[src/rtl/rv64b_ise_pkg.sv]
// Shared opcodes, requester IDs and request struct for the rotate/pack ISE arbiter.
package rv64b_ise_pkg;

    localparam logic [1:0] OP_RORI  = 2'b00;
    localparam logic [1:0] OP_RORIW = 2'b01;
    localparam logic [1:0] OP_PACK  = 2'b10;
    localparam logic [1:0] OP_PACKU = 2'b11;

    localparam logic ID_A = 1'b0;
    localparam logic ID_B = 1'b1;

    typedef struct packed {
        logic rori;
        logic roriw;
        logic pack;
        logic packu;
    } op_sel_t;

    typedef struct packed {
        logic        vld;
        op_sel_t     sel;
        logic [63:0] rs1;
        logic [63:0] rs2;
        logic [4:0]  imm;
        logic        id;
    } ise_req_t;

    function automatic op_sel_t dec_op(input logic [1:0] op);
        op_sel_t s;
        s = '0;
        case (op)
            OP_RORI:  s.rori  = 1'b1;
            OP_RORIW: s.roriw = 1'b1;
            OP_PACK:  s.pack  = 1'b1;
            default:  s.packu = 1'b1;
        endcase
        return s;
    endfunction

endpackage

[src/rtl/rv64b_ise.sv]
// Combinational rotate/pack datapath; one-hot selects pick the result via an AND-OR mux.
module rv64b_ise (
    input  logic        sel_rori,
    input  logic        sel_roriw,
    input  logic        sel_pack,
    input  logic        sel_packu,
    input  logic [63:0] rs1,
    input  logic [63:0] rs2,
    input  logic [4:0]  imm,
    output logic [63:0] rd
);

    logic [63:0] rot64;
    logic [31:0] rot32;

    // A shift by the full width yields zero, so imm == 0 needs no special case.
    assign rot64 = (rs1 >> imm) | (rs1 << (7'd64 - {2'b00, imm}));
    assign rot32 = (rs1[31:0] >> imm) | (rs1[31:0] << (6'd32 - {1'b0, imm}));

    assign rd = ({64{sel_rori}}  & rot64)
              | ({64{sel_roriw}} & {32'h0, rot32})
              | ({64{sel_pack}}  & {rs2[31:0], rs1[31:0]})
              | ({64{sel_packu}} & {rs2[63:32], rs1[63:32]});

endmodule

[src/rtl/rv64b_ise_arb.sv]
// Round-robin two-port arbiter sharing one rv64b_ise datapath, with a registered response.
// Define RV64B_ISE_ARB_PIPE_EN to insert a stage-1 register before the datapath (2-cycle latency).
module rv64b_ise_arb
    import rv64b_ise_pkg::*;
#(
    parameter int CNT_W = 16
) (
    input  logic             g_clk,
    input  logic             g_rst,
    input  logic             a_valid,
    output logic             a_ready,
    input  logic [1:0]       a_op,
    input  logic [63:0]      a_rs1,
    input  logic [63:0]      a_rs2,
    input  logic [4:0]       a_imm,
    input  logic             b_valid,
    output logic             b_ready,
    input  logic [1:0]       b_op,
    input  logic [63:0]      b_rs1,
    input  logic [63:0]      b_rs2,
    input  logic [4:0]       b_imm,
    output logic             rsp_valid,
    input  logic             rsp_ready,
    output logic [63:0]      rsp_rd,
    output logic             rsp_id,
    input  logic             cnt_clr,
    output logic [CNT_W-1:0] cnt_a,
    output logic [CNT_W-1:0] cnt_b
);

    logic        rdy_en, ptr, grant_a, grant_b, can_acc, adv, acc_a, acc_b;
    ise_req_t    arb_req, dp_req;
    logic [63:0] dp_rd;

    // Holds ready low from reset until the first edge after reset is released.
    always_ff @(posedge g_clk or posedge g_rst) begin
        if (g_rst) rdy_en <= 1'b0;
        else       rdy_en <= 1'b1;
    end

    assign grant_b = b_valid & (~a_valid | (ptr == ID_B));
    assign grant_a = a_valid & ~grant_b;
    assign a_ready = rdy_en & can_acc & grant_a;
    assign b_ready = rdy_en & can_acc & grant_b;
    assign acc_a   = a_valid & a_ready;
    assign acc_b   = b_valid & b_ready;
    assign adv     = ~rsp_valid | rsp_ready;

    always_comb begin
        arb_req     = '0;
        arb_req.vld = acc_a | acc_b;
        if (grant_b) begin
            arb_req.id  = ID_B;
            arb_req.sel = dec_op(b_op);
            arb_req.rs1 = b_rs1;
            arb_req.rs2 = b_rs2;
            arb_req.imm = b_imm;
        end else begin
            arb_req.id  = ID_A;
            arb_req.sel = dec_op(a_op);
            arb_req.rs1 = a_rs1;
            arb_req.rs2 = a_rs2;
            arb_req.imm = a_imm;
        end
    end

    always_ff @(posedge g_clk or posedge g_rst) begin
        if (g_rst)                     ptr <= ID_A;
        else if (acc_a | acc_b)        ptr <= ~arb_req.id;
    end

`ifdef RV64B_ISE_ARB_PIPE_EN
    ise_req_t s1;

    assign can_acc = ~s1.vld | adv;
    assign dp_req  = s1;

    // Stage 1 refills (or empties) whenever it is empty or its contents move on.
    always_ff @(posedge g_clk or posedge g_rst) begin
        if (g_rst)        s1 <= '0;
        else if (can_acc) s1 <= arb_req;
    end
`else
    assign can_acc = adv;
    assign dp_req  = arb_req;
`endif

    rv64b_ise u_ise (
        .sel_rori  (dp_req.sel.rori),
        .sel_roriw (dp_req.sel.roriw),
        .sel_pack  (dp_req.sel.pack),
        .sel_packu (dp_req.sel.packu),
        .rs1       (dp_req.rs1),
        .rs2       (dp_req.rs2),
        .imm       (dp_req.imm),
        .rd        (dp_rd)
    );

    always_ff @(posedge g_clk or posedge g_rst) begin
        if (g_rst) begin
            rsp_valid <= 1'b0;
            rsp_rd    <= '0;
            rsp_id    <= ID_A;
        end else if (adv) begin
            rsp_valid <= dp_req.vld;
            if (dp_req.vld) begin
                rsp_rd <= dp_rd;
                rsp_id <= dp_req.id;
            end
        end
    end

    function automatic logic [CNT_W-1:0] cnt_next(input logic [CNT_W-1:0] c, input logic inc,
                                                  input logic clr);
        if (clr)                 return '0;
        else if (inc && ~&c)     return c + 1'b1;
        else                     return c;
    endfunction

    always_ff @(posedge g_clk or posedge g_rst) begin
        if (g_rst) begin
            cnt_a <= '0;
            cnt_b <= '0;
        end else begin
            cnt_a <= cnt_next(cnt_a, acc_a, cnt_clr);
            cnt_b <= cnt_next(cnt_b, acc_b, cnt_clr);
        end
    end

endmodule

[config.mk]
export PLATFORM = sky130hd
export DESIGN_NAME = rv64b_ise_arb
export DESIGN_NICKNAME = d
export VERILOG_FILES = /design/src/rtl/rv64b_ise_pkg.sv /design/src/rtl/rv64b_ise.sv /design/src/rtl/rv64b_ise_arb.sv
export SDC_FILE = /design/constraint.sdc
export NUM_CORES = 1
export LEC_CHECK = 0
export ABC_AREA = 1
export BUFFER_PORTS_ARGS = -buffer_cell sky130_fd_sc_hd__buf_2
export CORE_MARGIN = 8
export CORE_UTILIZATION = 35
export CTS_CLUSTER_SIZE = 30
export DETAILED_ROUTE_END_ITERATION = 7
export MAX_ROUTING_LAYER = met4
export PLACE_DENSITY = 0.56
export SLEW_MARGIN = 20
export SYNTH_ARGS = -nofsm -noshare
export SYNTH_HDL_FRONTEND = slang
export SYNTH_SLANG_ARGS = --single-unit
export TNS_END_PERCENT = 50
[constraint.sdc]
create_clock -name g_clk -period 3.4 [get_ports g_clk]
set_clock_uncertainty 0.05 [all_clocks]
set_input_delay 0.51 -clock g_clk [delete_from_list [all_inputs] [get_ports g_clk]]
set_output_delay 0.51 -clock g_clk [all_outputs]
set_load 0.005 [all_outputs]
Word level (Yosys, flattened, before mapping)
Index checks and enable logic that the tools add are counted.
{ "totals": {"word_cells": 68, "ff_bits": 100} }
{ "classes": {"mux": 13, "bitwise": 23, "reduce_logical": 13, "shift": 4, "eq_ne": 4, "add_sub_neg": 4} }
{ "ops": {"columns": ["cell", "n"], "rows": [
  ["bitwise OR 64 bit", 4],
  ["AND 64 bit", 3],
  ["2-to-1 mux 138 bit", 1],
  ["AND 64 x 32 -> 64 bit", 1],
  ["2-to-1 mux 16 bit", 4],
  ["left shift 64 x 7 -> 64 bit", 1],
  [">> shifter 64 x 5 -> 64 bit", 1],
  ["adder 16 x 1 -> 16 bit (second input constant)", 2],
  ["bitwise OR 32 bit", 1],
  ["AND reduction 16 bit", 2],
  ["left shift 32 x 6 -> 32 bit", 1],
  [">> shifter 32 x 5 -> 32 bit", 1],
  ["2-to-1 mux 1 bit", 8],
  ["AND 1 bit", 7],
  ["subtractor 7 x 5 -> 7 bit (first input constant)", 1],
  ["OR reduction 3 bit", 2],
  ["subtractor 6 x 5 -> 6 bit (first input constant)", 1],
  ["equality test 2 x 1 -> 1 bit (second input constant)", 2],
  ["equality test 2 bit (second input constant)", 2],
  ["logical NOT 2 bit", 2],
  ["NOT 1 bit", 4],
  ["nonzero test 2 bit", 2],
  ["bitwise OR 1 bit", 3],
  ["logical AND 1 bit", 2],
  ["2 further kinds", 3]
]} }

Logic depth before layout (Yosys ltp)
Gate-level depths: netlist of the first run.
{ "depth": {"ltp_word": 11, "ltp_mapped": 21} }

Cells and area by module
A second synthesis of the first run with hierarchy kept.
{ "hier_totals": {"cells_unflattened": 3035, "area_unflattened_um2": 15630.0} }
{ "modules_own_cells": {"columns": ["mod", "area_per_inst_um2", "seq_area_each_um2", "n_inst", "cells_per_inst"], "rows": [
  ["rv64b_ise", 9197.6, 0.0, 1, 1985],
  ["rv64b_ise_arb", 6432.4, 2502.4, 1, 1050]
]} }

Worst setup path after synthesis of the first run
OpenSTA, ideal clock, no wires.
{ "synth_path": {"path_type": "input to register", "startpoint": "input port b_valid", "endpoint": "register rsp_rd[35]", "path_buffers": 4, "required_time_ns": 3.221, "t_arrival_ns": 2.097, "setup_time_ns": 0.129, "setup_slack_ns": 1.124, "cell_stages": 15, "cell_sequence": "buf_4 -> nand2_2 -> buf_6 -> buf_6 -> buf_2 -> o21ai_0 -> nand2_1 -> nand3_1 -> nand3_1 -> nand2_1 -> nand2_1 -> nand3_1 -> nand2_1 -> o21ai_0 -> a21oi_1"} }
{ "synth_between": {"elab_chain_len": 9, "word_cells_on_any_way": 21} }
{ "synth_rtl": {"columns": ["element", "line_no", "text"], "rows": [
  ["start, declared", "rv64b_ise_arb.sv:16", "input logic b_valid,"],
  ["AND 1 bit", "rv64b_ise_arb.sv:41", "assign grant_b = b_valid & (~a_valid | (ptr == ID_B));"],
  ["2-to-1 mux 138 bit", "rv64b_ise_arb.sv:52", "if (grant_b) begin"],
  ["subtractor 7 x 5 -> 7 bit", "rv64b_ise.sv:17", "assign rot64 = (rs1 >> imm) | (rs1 << (7'd64 - {2'b00, imm}));"],
  ["left shift 64 x 7 -> 64 bit", "rv64b_ise.sv:17", null],
  ["bitwise OR 64 bit", "rv64b_ise.sv:17", null],
  ["AND 64 bit", "rv64b_ise.sv:20", "assign rd = ({64{sel_rori}} & rot64)"],
  ["bitwise OR 64 bit", "rv64b_ise.sv:21", "| ({64{sel_roriw}} & {32'h0, rot32})"],
  ["bitwise OR 64 bit", "rv64b_ise.sv:22", "| ({64{sel_pack}} & {rs2[31:0], rs1[31:0]})"],
  ["bitwise OR 64 bit", "rv64b_ise.sv:23", "| ({64{sel_packu}} & {rs2[63:32], rs1[63:32]});"],
  ["end signal, assigned", "rv64b_ise_arb.sv:107", "rsp_rd <= dp_rd;"],
  ["end, declared", "rv64b_ise_arb.sv:24", "output logic [63:0] rsp_rd,"]
]} }
Several ways; a longest one is shown, not always the timed one.
A chain may end at the register's enable or synchronous reset.

Final worst setup path of the first run
{ "layout_path": {"startpoint": "register ptr", "endpoint": "register rsp_rd[20]"} }
{ "layout_between": {"elab_chain_len": 10, "word_cells_on_any_way": 26} }
{ "layout_rtl": {"columns": ["element", "line_no", "text"], "rows": [
  ["start, declared", "rv64b_ise_arb.sv:31", "logic rdy_en, ptr, grant_a, grant_b, can_acc, adv, acc_a, acc_b;"],
  ["start signal, assigned", "rv64b_ise_arb.sv:69", "else if (acc_a | acc_b) ptr <= ~arb_req.id;"],
  ["bitwise OR 1 bit *", "rv64b_ise_arb.sv:41", null],
  ["AND 1 bit *", "rv64b_ise_arb.sv:41", null],
  ["2-to-1 mux 138 bit", "rv64b_ise_arb.sv:52", null],
  ["subtractor 7 x 5 -> 7 bit / subtractor 6 x 5 -> 6 bit (equally long branches)", "rv64b_ise.sv:17, rv64b_ise.sv:18", null],
  ["left shift 64 x 7 -> 64 bit / left shift 32 x 6 -> 32 bit (equally long branches)", "rv64b_ise.sv:17, rv64b_ise.sv:18", null],
  ["bitwise OR 64 bit / bitwise OR 32 bit (equally long branches)", "rv64b_ise.sv:17, rv64b_ise.sv:18", null],
  ["AND 64 bit / AND 64 x 32 -> 64 bit (equally long branches)", "rv64b_ise.sv:20, rv64b_ise.sv:21", null],
  ["bitwise OR 64 bit", "rv64b_ise.sv:21", null],
  ["bitwise OR 64 bit", "rv64b_ise.sv:22", null],
  ["bitwise OR 64 bit", "rv64b_ise.sv:23", null]
]} }
Mark *: on every way between the ends. The rest lies on a longest branch, timed or not.

==> impl_metrics.ini, run 1 <==
[status]
status = complete, no violations

[die]
die_width_um = 208
dieArea_um2 = 43300
core_area_um2 = 36500
design.portCount = 376
die_h_um = 208
initial_core_util = 0.354
row_count = 70

[clocking]
htreeDepth = 3
cts.sinks = 100
clkTransAtPathRegs_ps = 100
numCtsBuffers = 9
ctsRootBufferMaster = clkbuf_16
hold_buffers = 0
clk_path_buf_depth = 2
worstSkewPairLatency_ps = 370
cts_tree = built
postCtsSetupRepairBufs = 0

[grt]
antenna_found_initial = 3
grt_max_degree = 80
grt_pass1_wl_um = 118000
overflow = 0
grt_pass1_vias = 17900
grtUsageTotal = 0.369

[place]
numPortBuffers = 375
routabilityCongestion = 1.14
dp_hpwl_um = 65600
dp_cells = 3234

[logic_synthesis]
ys_warn_count = 0
async_reset_ff_frac = 1.00
netlist_instances = 2427
avgSynthCellArea_um2 = 5.33
yosysSeqAreaShare = 0.194
synth-edff-count = 0
synthFlopType = dfrtp_1
ys_ff_latch = 100
ys_types = 45
syn_nets = 2705
mappedNetlistArea_um2 = 12900

[sta]
worstMarginPinSlew_ps = 895
hold_violations = 0
rsz0062_at_grt = yes
slew_headroom = 0.397
fin_crit_ps = 3330
fmaxAchievable_mhz = 300
finalSetupViolCount = 0
maxSlewViolCount = 0
timing.final.crit_share = 0.979

[layout]
post-route-util = 0.445
final_cell_mix = nand2_1 (968), nand3_1 (503), buf_2 (375)
area_delta_synth_final_pct = 25.8
final_common_cell = nand2_1
finalNetCount = 3055
fillers = 4095
drive_above_1_share = 0.201
instances_no_fill = 3253

[route]
ant_nets = 0
drt_iter0_drc = 2563
wl_um = 80300
post-route-drc-count = 0
vias = 18800
drt-pass1-iter-count = 8
routedWlPerCell_um = 24.7
via_per_inst = 5.78

[worst_setup_path]
cp-start-kind = flip-flop
slowest_delay_ps = 400
crit_fanout = 39
crit_path_end_kind = flip-flop
path_delay_family = simple AND/OR/NAND/NOR gates
crit_type = reg2reg
worst_path_max_delay_cell = dfrtp_1
cp_num_buf_inv = 5
required_ps = 3660
crit_chain = inv_2 -> nand2_4 -> nand2_8 -> buf_12 -> nand2_1 -> nand2_2 -> buf_4 -> inv_1 -> buf_12 -> nand3_1 -> nand2_1 -> nor2_1 -> o21ai_1 -> a21oi_1
crit_arrival_ps = 3590

[job]
drv_cap = 0

[hold_path]
hold_path_class = in2async

[power]
vdd_ir_drop_max_mv = 0.259
leakage_nw = 8.90
power_density_nw_per_um2 = 471
-- synth_stat cells (2+ instances only) --
master	number	area, um^2
nand2_2	6	37.5
inv_2	6	22.5
nand4_1	15	93.8
o21bai_1	2	15.0
buf_2	60	300
or2_1	2	12.5
clkbuf_1	64	240
buf_1	27	101
nand3b_1	18	135
o21ai_0	88	440
and3_1	2	12.5
nand3_1	503	2520
dfrtp_1	100	2500
inv_1	156	586
nor2_4	3	33.8
ha_1	2	25.0
a211oi_1	8	60.1
o211ai_1	14	105
a221oi_1	38	333
buf_4	6	45.0
o22ai_2	2	25.0
nand2_1	973	3650
o21ai_1	24	120
or2_2	9	56.3
a31oi_1	11	68.8
o211a_1	2	20.0
nor3_1	16	80.1
nor2_1	145	544
a21oi_1	102	510
buf_6	4	45.0
o21a_1	5	37.5
-- through the flow --
stage | power (mW) | hold WS [ps] | cell area [um^2] | setup slack, ps | setup TNS (ps)
floorplan | 4.20 | 422 | 12900 | 221 | 0
global placement | 6.45 | 431 | 16000 | -342 | -443
detailed placement | 6.45 | 440 | 16000 | -267 | -342
CTS | 7.56 | 249 | 16200 | 45.6 | 0
global route | 8.08 | 271 | 16300 | -4.61 | -4.61
finish | 7.65 | 219 | 16300 | 70.8 | 0
-- worst reg2reg max path: stages, from the launching register on --
cell,delay [ps]
dfrtp_1,400
inv_2,140
nand2_4,150
nand2_8,180
buf_12,180
nand2_1,100
nand2_2,170
buf_4,280
inv_1,130
buf_12,200
nand3_1,300
nand2_1,140
nor2_1,380
o21ai_1,260
a21oi_1,190
-- state kept, by name, indices dropped and copies added, names as in the netlist --
register   flops
rsp_rd        64
cnt_a         16
cnt_b         16
ptr            1
rdy_en         1
rsp_id         1
rsp_valid      1
-- where the power goes --
part / total [mW] / leakage [nW] / switching [mW] / internal [mW]
clock: 1.09 / 0.135 / 0.560 / 0.530
combinational: 4.85 / 7.54 / 3.30 / 1.55
sequential: 1.71 / 1.22 / 0.236 / 1.47
total: 7.65 / 8.90 / 4.10 / 3.55
-- cell type report --
class                           count  area, um^2  share of cell area
Inverter                          163         614              0.0378
Multi-Input combinational cell   2003        9170               0.564
Timing Repair Buffer              500        3090               0.190
Tap cell                          468         586              0.0360
Clock inverter                      5        43.8             0.00269
Clock buffer                       11         243              0.0149
Antenna cell                        3        7.51            0.000462
Sequential cell                   100        2500               0.154
-- path summary, 6_finish.rpt --
check	startpoint	end	slack, ps	depth (start not counted)
worst min register to register	rsp_id$_DFFE_PP0P_	rsp_id$_DFFE_PP0P_	460	2
worst max register to register	ptr$_DFFE_PP0N_	rsp_rd[20]$_DFFE_PP0P_	70	14
min in group g_clk	rsp_ready	rsp_valid$_DFFE_PP0N_	290	2
worst min-delay path	g_rst	rsp_rd[7]$_DFFE_PP0P_	220	2
worst max-delay path	ptr$_DFFE_PP0N_	rsp_rd[20]$_DFFE_PP0P_	70	14
max in group asynchronous	g_rst	rsp_rd[31]$_DFFE_PP0P_	2200	3
-- per-layer routing --
metal / part of all wire / up-vias / GRT usage
li1: - / 8721 / -
met1: 0.41 / 8735 / 0.458
met2: 0.43 / 1138 / 0.561
met3: 0.096 / 212 / 0.0726
met4: 0.061 / 0 / 0.196
met5: 0 / - / -
-- timing repair --
item / 4_1_cts / 5_1_grt
setup endpoints to repair: 1 / 5
resized for setup: 2 / 5
pin swaps: 0 / 0
endpoints found under the hold margin: 0 / 0
-- logic make-up (layout without fill, tap and decap cells) --
family          Yosys count  after routing  synth area share
buf+inv                 324            679             0.104
flops                   100            100             0.194
fa+ha+maj                 2              2           0.00194
compound gates          303            303             0.142
simple gates           1696           1696             0.558
other cells               1              4          0.000290
xor+xnor                  1              1          0.000678
Note: power is estimated with default switching activity, not from simulation.
==> run 2: changes to the inputs <==
Settings changed: CORE_UTILIZATION 35 to 38, PLACE_DENSITY 0.56 to 0.6.
==> run 2 against run 1 <==
Hold slack lost 58 ps. Combinational power shrank 4%. Register-to-register slack gained 98 ps.
==> impl_metrics.ini, run 2 (synthesis gave the netlist of run 1 again) <==
[status]
status = complete, no violations

[place]
dp_cells = 3184
numPortBuffers = 375
dp_hpwl_um = 62200
routabilityCongestion = 1.05

[route]
post-route-drc-count = 0
ant_nets = 0
routedWlPerCell_um = 23.8
drt_iter0_drc = 2229
wl_um = 76300
highest_layer = met4
m1WireLength_um = 30600
wl_met2_um = 34000
wl_met3_um = 7710
vias = 18600
drt-pass1-iter-count = 7
via_per_inst = 5.81

[power]
leakage_nw = 8.74
power_density_nw_per_um2 = 467
vdd_ir_drop_max_mv = 0.223

[sta]
finalSetupTns_ps = 0
fmaxAchievable_mhz = 309
maxSlewViolCount = 0
hold_violations = 0
rsz0062_at_grt = no
worstMarginPinSlew_ps = 805
fin_crit_ps = 3230
slew_headroom = 0.458
timing.final.crit_share = 0.950
finalSetupViolCount = 0

[layout]
fillers = 3703
multiInputGateArea_um2 = 9170
final_common_cell = nand2_1
drive_above_1_share = 0.193
largest_reg_flops = 64
instances_no_fill = 3201
area_delta_synth_final_pct = 23.2
reg_top3 = rsp_rd x64, cnt_a x16, cnt_b x16
seqCellArea_um2 = 2500
top_register = rsp_rd
finalNetCount = 3025
final_cell_mix = nand2_1 (968), nand3_1 (503), buf_2 (375)

[clocking]
cts_tree = built
clk_path_buf_depth = 2
hold_buffers = 0
postCtsSetupRepairBufs = 0
cts.sinks = 100
htreeDepth = 3
worstSkewPairLatency_ps = 360
clkTransAtPathRegs_ps = 80
ctsRootBufferMaster = clkbuf_16
numCtsBuffers = 9

[worst_setup_path]
required_ps = 3620
crit_arrival_ps = 3450
crit_type = reg2reg
cp-start-kind = flip-flop
crit_path_end_kind = flip-flop
regToRegSetupSlack_ps = 170
crit_fanout = 51

[die]
design.portCount = 376
row_count = 67
dieArea_um2 = 40200
initial_core_util = 0.385
core_area_um2 = 33500
die_width_um = 200
die_h_um = 200

[job]
drv_cap = 0

[grt]
grtUsageTotal = 0.374
antenna_found_initial = 1
grt_pass1_wl_um = 113000
grt_pass1_vias = 17500
grt_max_degree = 69
overflow = 0

[hold_path]
hold_path_class = in2async
run 2: what timing repair did:
action                                 in CTS  in global routing
resized for setup                           0                  1
endpoints found under the hold margin       0                  0
setup endpoints to repair                   0                  1
run 2: layout make-up:
class | count | share of cell area
well taps | 448 | 0.0352
clock inverters | 6 | 0.00354
repair buffers | 470 | 0.174
flip-flops and latches | 100 | 0.157
inverters | 163 | 0.0386
clock buffers | 10 | 0.0150
diodes | 1 | 0.000157
multi-input cells | 2003 | 0.576
run 2: stage by stage:
stage / power, mW / setup WS, ps / area (um^2) / hold slack (ps) / util
6_report: 7.43 / 169 / 15900 / 160 / 0.475
5_1_grt: 7.88 / 31.8 / 15900 / 200 / 0.475
4_1_cts: 7.33 / 166 / 15900 / 182 / 0.475
3_5_place_dp: 6.24 / -65.1 / 15600 / 451 / 0.466
3_3_place_gp: 6.23 / -137 / 15600 / 430 / 0.466
2_1_floorplan: 4.20 / 221 / 12900 / 422 / -
run 2: worst paths after layout:
path	depth (start not counted)	end	start
max reg2reg	17	rsp_rd[19]$_DFFE_PP0P_	ptr$_DFFE_PP0N_
max in group asynchronous	3	rsp_rd[12]$_DFFE_PP0P_	g_rst
min in group g_clk	2	rsp_valid$_DFFE_PP0N_	rsp_ready
max	17	rsp_rd[19]$_DFFE_PP0P_	ptr$_DFFE_PP0N_
min	2	rsp_rd[40]$_DFFE_PP0P_	g_rst
min reg2reg	2	ptr$_DFFE_PP0N_	ptr$_DFFE_PP0N_
run 2: power breakdown:
part | internal [mW] | total, mW | switching [mW]
Sequential | 1.47 | 1.69 | 0.216
Clock | 0.531 | 1.06 | 0.533
Combinational | 1.47 | 4.68 | 3.21
run 2: worst max-delay path: stages, from the launching register on:
cell and delay [ps]:
dfrtp_1 400, inv_2 140, nand2_4 110, buf_4 210, nand3_1 90, nand2_2 100, buf_12 200, o21ai_0 540
buf_4 220, nand2_1 70, nand3_1 100, nand3_1 90, nand3_1 110, nand2_1 90, nand2_1 200, nand3_1 240
nand2_1 120, inv_1 40
run 2: per-layer routing:
layer  vias up  global-route usage
li1       8651                   -
met1      8592               0.468
met2      1183               0.585
met3       169              0.0662
met4         0               0.167
met5         -                   -
==> run 3: changes to the inputs <==
Settings changed: CORE_UTILIZATION 38 to 30, PLACE_DENSITY 0.6 to 0.49.
==> run 3 against run 2 <==
Hold slack got worse by 17 ps. Sequential share of layout area fell by 1.1 points. Sequential cell count did not move. Combinational power rose by 8.3%. Wire length rose by 5.8%. Largest cell class unchanged. Largest power group unchanged.
==> impl_metrics.ini, run 3 (synthesis gave the netlist of run 1 again) <==
[power]
vdd_ir_drop_max_mv = 0.252
p_total_mw = 7.95
leakage_nw = 9.39
power_density_nw_per_um2 = 464

[layout]
final_common_cell = nand2_1
reg_top3 = rsp_rd x64, cnt_a x16, cnt_b x16
top_register = rsp_rd
fillers = 4883
design_area_um2 = 17100
final_cell_mix = nand2_1 (968), nand3_1 (503), buf_2 (375)
largest_reg_flops = 64
area_delta_synth_final_pct = 32.4
n_antenna_cell = 0
drive_above_1_share = 0.228
finalNetCount = 3153
instances_no_fill = 3426

[place]
dp_hpwl_um = 67900
placed_area_um2 = 16800
dp_cells = 3410
routabilityCongestion = 1.02
numPortBuffers = 375
post-place-ws_ps = 12.1

[sta]
rsz0062_at_grt = no
setup_slack_ps = 160
slew_headroom = 0.418
timing.final.crit_share = 0.953
fmaxAchievable_mhz = 309
hold_violations = 0
worstMarginPinSlew_ps = 873
finalSetupViolCount = 0
whs_ps = 143
fin_crit_ps = 3240
maxSlewViolCount = 0

[clocking]
ctsRootBufferMaster = clkbuf_16
clkTransAtPathRegs_ps = 80
worstSkewPairLatency_ps = 380
htreeDepth = 3
cts_tree = built
cts.sinks = 100
hold_buffers = 0
clk_path_buf_depth = 2
numCtsBuffers = 9
ctsResizeCount = 0
postCtsSetupRepairBufs = 0

[die]
row_count = 76
die_h_um = 224
core_area_um2 = 42800
dieArea_um2 = 50000
design.portCount = 376
die_width_um = 224
initial_core_util = 0.302

[route]
post-route-drc-count = 0
wl_um = 80700
drt_iter0_drc = 1927
vias = 18800
via_per_inst = 5.49
drt-pass1-iter-count = 8
routedWlPerCell_um = 23.5
ant_nets = 0

[hold_path]
hold_path_class = in2async

[grt]
overflow = 0
grtUsageTotal = 0.322
grt_pass1_wl_um = 118000
grt_pass1_vias = 18200
antenna_found_initial = 0
grt_max_degree = 66

[worst_setup_path]
cp_num_buf_inv = 4
r2r_cells = 15
cp-start-kind = flip-flop
regToRegSetupSlack_ps = 160
worst_path_max_delay_cell = o21ai_0
path_delay_family = simple AND/OR/NAND/NOR gates
crit_fanout = 10
crit_arrival_ps = 3460
crit_type = reg2reg
rr_startpoint = ptr$_DFFE_PP0N_
crit_path_end_kind = flip-flop
timing.rr.end = rsp_rd[18]$_DFFE_PP0P_
slowest_delay_ps = 480
crit_chain = inv_2 -> nand2_4 -> nand2_8 -> buf_4 -> o21ai_0 -> nand2_1 -> nand3_1 -> buf_4 -> inv_1 -> o21ai_0 -> nand2_1 -> nand3_1 -> nand3_1 -> nand2_1 -> a21oi_1
required_ps = 3620

[status]
status = complete, no violations

[job]
drv_cap = 0
[run 3: worst max path at each step]
stage	start	end	depth (start not counted)
final	ptr$_DFFE_PP0N_	rsp_rd[18]$_DFFE_PP0P_	15
after global routing	ptr$_DFFE_PP0N_	rsp_rd[53]$_DFFE_PP0P_	16
after CTS	ptr$_DFFE_PP0N_	rsp_rd[18]$_DFFE_PP0P_	15
after detailed placement	a_valid	rsp_rd[18]$_DFFE_PP0P_	15
after global placement	a_valid	rsp_rd[18]$_DFFE_PP0P_	15
after floorplan	g_rst	cnt_a[0]$_DFFE_PP0P_	1
[run 3: power by group]
group,internal (mW),switching [mW]
clock,0.682,0.535
combinational,1.74,3.33
sequential,1.47,0.188
total,3.90,4.05
[run 3: through the flow]
step           TNS (ps)   util
2_1_floorplan         0      -
3_3_place_gp      -37.0  0.392
3_5_place_dp          0  0.392
4_1_cts               0  0.400
5_1_grt               0  0.400
6_report              0  0.400
[run 3: final cells by class]
type / instances / area [um^2] / share of cell area
multi-input combinational: 2003 / 9160 / 0.535
tap: 546 / 683 / 0.0399
inverter: 163 / 614 / 0.0359
clock buffer: 10 / 239 / 0.0140
clock inverter: 6 / 100 / 0.00585
timing repair buffer: 598 / 3810 / 0.223
sequential: 100 / 2500 / 0.146
[run 3: worst reg2reg max path, delay by kind of cell, from the launching register on]
kind	cells	cell delay (ps)
compound gates	3	950
buf+inv	4	500
flops	1	370
simple gates	8	1260
[run 3: metal layers]
layer,wire (um),track usage,share of wire
met1,34800,0.409,0.43
met2,37100,0.520,0.46
met3,5890,0.0480,0.073
met4,2910,0.110,0.036
met5,0,-,0
